**src/rtl/fa_bist_pkg.sv**
```systemverilog
// fa_bist_pkg: shared state encoding, sweep constants and golden full-adder model
package fa_bist_pkg;
  typedef enum logic [1:0] {IDLE, SETTLE, CHECK, DONE} state_e;
  localparam int NUM_VECTORS = 8;
  localparam int VEC_W = 3;
  function automatic logic [1:0] fa_golden(input logic a, input logic b, input logic cin);
    return {1'b0, a} + {1'b0, b} + {1'b0, cin};
  endfunction
endpackage

```
**src/rtl/fa_bist_checker.sv**
```systemverilog
// fa_bist_checker: compares adder response to golden model, tracks mismatch count and first failing vector
module fa_bist_checker
  import fa_bist_pkg::*;
(
  input  logic             clk,
  input  logic             rst,
  input  logic             clr,
  input  logic             en,
  input  logic [VEC_W-1:0] vec,
  input  logic             sum,
  input  logic             cout,
  output logic [3:0]       fail_count,
  output logic [VEC_W-1:0] first_fail_vec
);
  logic [3:0] cnt_q, cnt_d;
  logic [VEC_W-1:0] ffv_q, ffv_d;
  logic miss;
  always_comb begin
    miss = en && ({cout, sum} != fa_golden(vec[0], vec[1], vec[2]));
    cnt_d = clr ? '0 : (miss && cnt_q != 4'(NUM_VECTORS)) ? cnt_q + 4'd1 : cnt_q;
    ffv_d = clr ? '0 : (miss && cnt_q == '0) ? vec : ffv_q;
  end
  always_ff @(posedge clk or posedge rst) begin
    if (rst) begin
      cnt_q <= '0;
      ffv_q <= '0;
    end else begin
      cnt_q <= cnt_d;
      ffv_q <= ffv_d;
    end
  end
  assign fail_count = cnt_q;
  assign first_fail_vec = ffv_q;
endmodule

```
**src/rtl/fulladder_bist.sv**
```systemverilog
// fulladder_bist: sweeps all eight full-adder input vectors, holds each for a settle window,
// and reports pass/fail, mismatch count and first failing vector.
module fulladder_bist
  import fa_bist_pkg::*;
#(
  parameter int SETTLE_CYCLES = 2
) (
  input  logic             clk,
  input  logic             rst,
  input  logic             start,
  output logic             a,
  output logic             b,
  output logic             cin,
  input  logic             sum,
  input  logic             cout,
  output logic             busy,
  output logic             done,
  output logic             pass,
  output logic [3:0]       fail_count,
  output logic [VEC_W-1:0] first_fail_vec
);
  localparam int CW = $clog2(SETTLE_CYCLES + 1);
  localparam logic [CW-1:0] RELOAD = CW'(SETTLE_CYCLES - 1);
  state_e state_q, state_d;
  logic [CW-1:0] cnt_q, cnt_d;
  logic [VEC_W-1:0] v_q, v_d;
  logic go;
  always_comb begin
    go = start && (state_q == IDLE || state_q == DONE);
    state_d = state_q;
    cnt_d = cnt_q;
    v_d = v_q;
    if (go) begin
      state_d = SETTLE;
      cnt_d = RELOAD;
      v_d = '0;
    end else if (state_q == SETTLE) begin
      state_d = (cnt_q == '0) ? CHECK : SETTLE;
      cnt_d = (cnt_q == '0) ? cnt_q : cnt_q - CW'(1);
    end else if (state_q == CHECK) begin
      state_d = (v_q == VEC_W'(NUM_VECTORS - 1)) ? DONE : SETTLE;
      v_d = (v_q == VEC_W'(NUM_VECTORS - 1)) ? v_q : v_q + VEC_W'(1);
      cnt_d = RELOAD;
    end
  end
  always_ff @(posedge clk or posedge rst) begin
    if (rst) begin
      state_q <= IDLE;
      cnt_q <= '0;
      v_q <= '0;
    end else begin
      state_q <= state_d;
      cnt_q <= cnt_d;
      v_q <= v_d;
    end
  end
  // stimulus comes straight from the vector register, so a toggles fastest
  assign {cin, b, a} = v_q;
  assign busy = (state_q == SETTLE) || (state_q == CHECK);
  assign done = (state_q == DONE);
  assign pass = done && (fail_count == '0);
  fa_bist_checker u_checker (
    .clk           (clk),
    .rst           (rst),
    .clr           (go),
    .en            (state_q == CHECK),
    .vec           (v_q),
    .sum           (sum),
    .cout          (cout),
    .fail_count    (fail_count),
    .first_fail_vec(first_fail_vec)
  );
endmodule

```
**config.mk**
```make
export PLATFORM = sky130hd
export DESIGN_NAME = fulladder_bist
export DESIGN_NICKNAME = d
export VERILOG_FILES = /design/src/rtl/fa_bist_pkg.sv /design/src/rtl/fa_bist_checker.sv /design/src/rtl/fulladder_bist.sv
export SDC_FILE = /design/constraint.sdc
export NUM_CORES = 1
export LEC_CHECK = 0
export ABC_AREA = 0
export BUFFER_PORTS_ARGS = -buffer_cell sky130_fd_sc_hd__buf_2
export CAP_MARGIN = 0
export CORE_MARGIN = 2
export CORE_UTILIZATION = 53
export CTS_CLUSTER_SIZE = 40
export DETAILED_ROUTE_END_ITERATION = 7
export PLACE_DENSITY = 0.77
export SLEW_MARGIN = 20
export SYNTH_ARGS = -nofsm -noshare
export SYNTH_HDL_FRONTEND = slang
export SYNTH_HIERARCHICAL = 1
export SYNTH_SLANG_ARGS = --single-unit
```
**constraint.sdc**
```tcl
create_clock -name clk -period 2.3 [get_ports clk]
set_input_delay 0.345 -clock clk [delete_from_list [all_inputs] [get_ports clk]]
set_output_delay 0.345 -clock clk [all_outputs]
set_load 0.03 [all_outputs]
```
After elaboration in Yosys (flattened, before gate mapping)
Index checks and enable logic that the tools add are counted.
Operators by class
  add/subtract/negate cells: 5
  multiply operators: 0
  div/mod/pow operators: 0
  $lt $le $gt $ge: 0
  equal/unequal tests: 9
  shifts and indexed selects: 0
  mux-type cells: 17
  bitwise gates (word level): 0
  reductions and logical operators: 16
Operator list (count)
  $mux 2: 9
  $mux 3: 6
  $mux 4: 2
  $reduce_bool 2->1: 3
  $logic_and 1x1->1: 5
  $add 4x1->4 const B: 1
  $eq 2x2->1 const B: 2
  $logic_not 2->1: 2
  $logic_not 4->1: 1
  $ne 2x1->1 const B: 2
  $ne 4x4->1 const B: 1
  $add 3x1->3 const B: 1
  $eq 3x3->1 const B: 1
  $ne 3x2->1 const B: 1
  $reduce_and 3->1: 1
  $reduce_bool 3->1: 1
  $add 1x1->2: 1
  $add 2x1->2: 1
  $eq 2x1->1 const B: 1
  $logic_or 1x1->1: 2
  $ne 2x2->1: 1
  $reduce_and 2->1: 1
  $sub 2x1->2 const B: 1
Word-level totals
  bits in registers: 14
  latch bits: 0
  bits in writable memories: 0
  memory bits (read-only): 0
  input port bits: 5
  output and inout port bits: 13
  word-level logic and storage cells: 52
  memories kept: 0

Depth between registers and ports, before layout
  word-level depth: 7
  mapped depth: 7
  depth with buffers taken out: 6

Cells and area by module
Netlist, hierarchy kept.
Modules (own cells, without submodules)
  fa_bist_checker: times used 1, cells each 49, area each 498.0 um^2
  fulladder_bist: times used 1, cells each 45, area each 449.2 um^2

Worst setup path before layout
No wires, ideal clock.
  path type: flip-flop to flip-flop
  start point: register v_q[0]
  end point: register u_checker.cnt_q[0] (netlist: u_checker/fail_count[0])
  arrival: 2.083 ns
  data required time: 2.175 ns
  setup slack: 0.092 ns
  stages on the path, launching flop included: 6
  path buffers: 0
  clock period less this slack: 2.208 ns
  cells stage by stage: dfrtp_1 inv_1 fa_1 xor2_1 a221oi_2 mux2_2
Between the ends
  cells in the longest elaborated chain, start to end: 6
Ends and longest elaborated chain
  start, declared: line fulladder_bist.sv:26  | logic [VEC_W-1:0] v_q, v_d;
  start signal, assigned: line fulladder_bist.sv:54  | v_q <= v_d;
  $add 1x1->2: line fa_bist_pkg.sv:7  | return {1'b0, a} + {1'b0, b} + {1'b0, cin};
  $add 2x1->2: line fa_bist_pkg.sv:7
  $ne 2x2->1: line fa_bist_checker.sv:19  | miss = en && ({cout, sum} != fa_golden(vec[0], vec[1], vec[2]));
  $logic_and 1x1->1: line fa_bist_checker.sv:19
  $logic_and 1x1->1: line fa_bist_checker.sv:20  | cnt_d = clr ? '0 : (miss && cnt_q != 4'(NUM_VECTORS)) ? cnt_q + 4'd1 : cnt_q;
  $reduce_bool 2->1 (no line)
  end signal, assigned: line fa_bist_checker.sv:28  | cnt_q <= cnt_d;
  end, declared: line fa_bist_checker.sv:15  | logic [3:0] cnt_q, cnt_d;
No other way between the ends.
A chain may end at the register's enable or synchronous reset.

Worst setup path after layout
Ends and elaborated chain as after synthesis.

==> results.py <==
metrics = {
    "yosys": {
        "synth_top_cell_area_share": 0.370,
        "yosysWarnings": 6,
        "synth_area_leaders": "dfrtp_1 37%, ha_1 11%, nand2b_1 7.3%, mux2i_1 5.3%, inv_1 5.2%",
        "synth_nets": 108,
        "synthCells": 94,
        "synth_edf_count": 0,
        "yosysUniqueCellTypes": 34,
        "netlist_area_um2": 947,
        "synth_top_cell_by_area": "dfrtp_1",
        "ys_seq_elements": 14,
        "syn_avg_cell_area_um2": 10.1,
        "synth_flop_cell": "dfrtp_1",
        "synthArstFlopShare": 1.00,
        "seq_area_frac_synth": 0.370,
    },
    "grt": {
        "gr-total-overflow": 0,
        "grt_use_total": 0.189,
        "antenna_found_initial": 0,
        "grt_pass1_vias": 663,
        "grt_pass1_wl_mm": 2.84,
        "grt_max_degree": 20,
    },
    "clock_tree": {
        "cts_hold_buffers": 1,
        "cts_buffer_depth": 2,
        "cts_sinks": 14,
        "cts_setup_buffers": 0,
        "cts_resized": 0,
        "clockRootBuffer": "clkbuf_4",
        "clock_latency_ns": 0.28,
        "clk_pin_slew_ns": 0.09,
        "h-tree-depth": 1,
        "cts_buffers": 3,
        "cts_tree": "yes",
    },
    "worst_setup_path": {
        "path_class": "register to register",
        "rr_endpoint": "u_checker/fail_count[0]",
        "worstReg2RegStart": "v_q[0]",
        "cp_data_arrival_time_ns": 2.26,
        "rr_worst_depth": 5,
        "r2r_slack_ns": 0.22,
        "critPathLaunchType": "register",
        "critPathRequiredTime_ns": 2.47,
        "crit_path_start": "v_q[0]",
        "end_kind": "register",
        "cp_max_fo": 6,
        "crit_end": "u_checker/fail_count[0]",
    },
    "detailed_routing": {
        "drc_errors": 0,
        "vias_per_cell": 5.11,
        "wl_per_cell_um": 12.6,
        "drtIter0Drc": 3,
        "routed_wirelength_mm": 1.76,
        "drt_pass1_iterations": 2,
        "ant_nets": 0,
        "vias": 715,
    },
    "die": {
        "ioPinCount": 18,
        "die-area_mm2": 0.00214,
        "die_x_um": 46.3,
        "start_util": 0.555,
        "die_y_um": 46.3,
        "rows": 15,
        "core-area_mm2": 0.00171,
    },
    "sta": {
        "max_freq_mhz": 480,
        "fin_skew_ns": 0.00335,
        "grt_setup_unrepaired": "no",
        "tightest_slew_ns": 0.458,
        "slew_headroom": 0.693,
        "hold_violations": 0,
        "slew_violations": 0,
        "min_period_ns": 2.08,
        "finalSetupViolations": 0,
        "period_share": 0.906,
        "fin_tns_setup_ns": 0,
    },
    "placed_design": {
        "hpwl_mm": 1.38,
        "numPortBuffers": 17,
        "gp_congestion": 0.840,
    },
    "final_layout": {
        "fin_nets": 130,
        "drive_above_1_share": 0.270,
        "antennaDiodeCount": 0,
        "final_common_cell": "buf_2",
        "layout_common_cells": "17 x buf_2, 14 x dfrtp_1, 13 x inv_1",
        "area_growth_pct": 16.8,
    },
    "power": {
        "power_w": 0.00145,
        "p_per_area_mw_per_mm2": 1310,
        "max-vdd-ir-drop_mv": 0.683,
        "p_leak_nw": 0.560,
    },
    "job": {
        "maxCapViolations": 0,
    },
    "outcome": {
        "status": "complete, no violations",
    },
    "min_path": {
        "hold_path_class": "input pin to register",
    },
}
per-stage QoR:
stage | setup WS [ns] | instances | util | cell area [um2] | hold WS, ns
2_1_floorplan | 0.0920 | 94 | - | 947 | 0.148
4_1_cts | 0.195 | 140 | 0.648 | 1110 | 0.338
5_1_grt | 0.0782 | 140 | 0.648 | 1110 | 0.346
3_5_place_dp | 0.191 | 135 | 0.621 | 1060 | 0.305
3_3_place_gp | 0.257 | 135 | 0.621 | 1060 | 0.299
6_report | 0.215 | 140 | 0.648 | 1110 | 0.343
final cells by class:
| type | instances | area (um2) |
|---|---|---|
| Fill cell | 134 | 602 |
| Multi-Input combinational cell | 64 | 533 |
| Sequential cell | 14 | 350 |
| Timing Repair Buffer | 19 | 103 |
| Inverter | 14 | 52.6 |
| Clock buffer | 4 | 36.3 |
| Tap cell | 25 | 31.3 |
cells by family after synthesis:
kind of cell,after synthesis,synth area share
buffers and inverters,16,0.0674
adder cells (fa/ha/maj),9,0.127
multiplexers,7,0.0766
XOR/XNOR,2,0.0185
flip-flops,14,0.370
AO/OA/AOI/OAI,15,0.151
AND/OR/NAND/NOR,31,0.190
cell usage after synthesis (2+ instances only):
master and instances:
a21oi_1 4, nand2_1 4, a21o_1 2, nor4_1 2
nand2b_1 11, nor2_1 3, nor2b_1 3, inv_1 13
ha_1 8, xor2_1 2, dfrtp_1 14, mux2_2 2
mux2i_1 5
worst min-delay path by stage:
stage,depth (start not counted),slack [ns],startpoint,endpoint
2_1_floorplan,1,0.15,rst,cnt_q[0]
3_3_place_gp,2,0.30,rst,u_checker/fail_count[1]
3_5_place_dp,2,0.30,rst,u_checker/fail_count[1]
4_1_cts,3,0.34,start,state_q[0]
5_1_grt,3,0.35,start,state_q[0]
6_report,3,0.34,start,state_q[0]
per-layer routing:
metal,track usage,share of wire
met4,0.0857,0.019
met2,0.333,0.51
met3,0.0314,0.038
met1,0.221,0.43
met5,0,0
state kept, by name, indices dropped and copies added (netlist names):
signal                    count
cnt_q                         2
u_checker/first_fail_vec      3
v_q                           3
state_q                       2
u_checker/fail_count          4
power by group:
part | switching (W) | internal (W)
registers | 0.0000674 | 0.000319
clock network | 0.0000817 | 0.0000964
logic | 0.000553 | 0.000334
critical path, cell delays in order (launching register included):
cell and delay [ns]:
dfrtp_1 0.43, inv_1 0.08, fa_1 0.49, xor2_1 0.24, a221oi_2 0.36, mux2_2 0.37
Note: power is estimated with default switching activity, not from simulation.
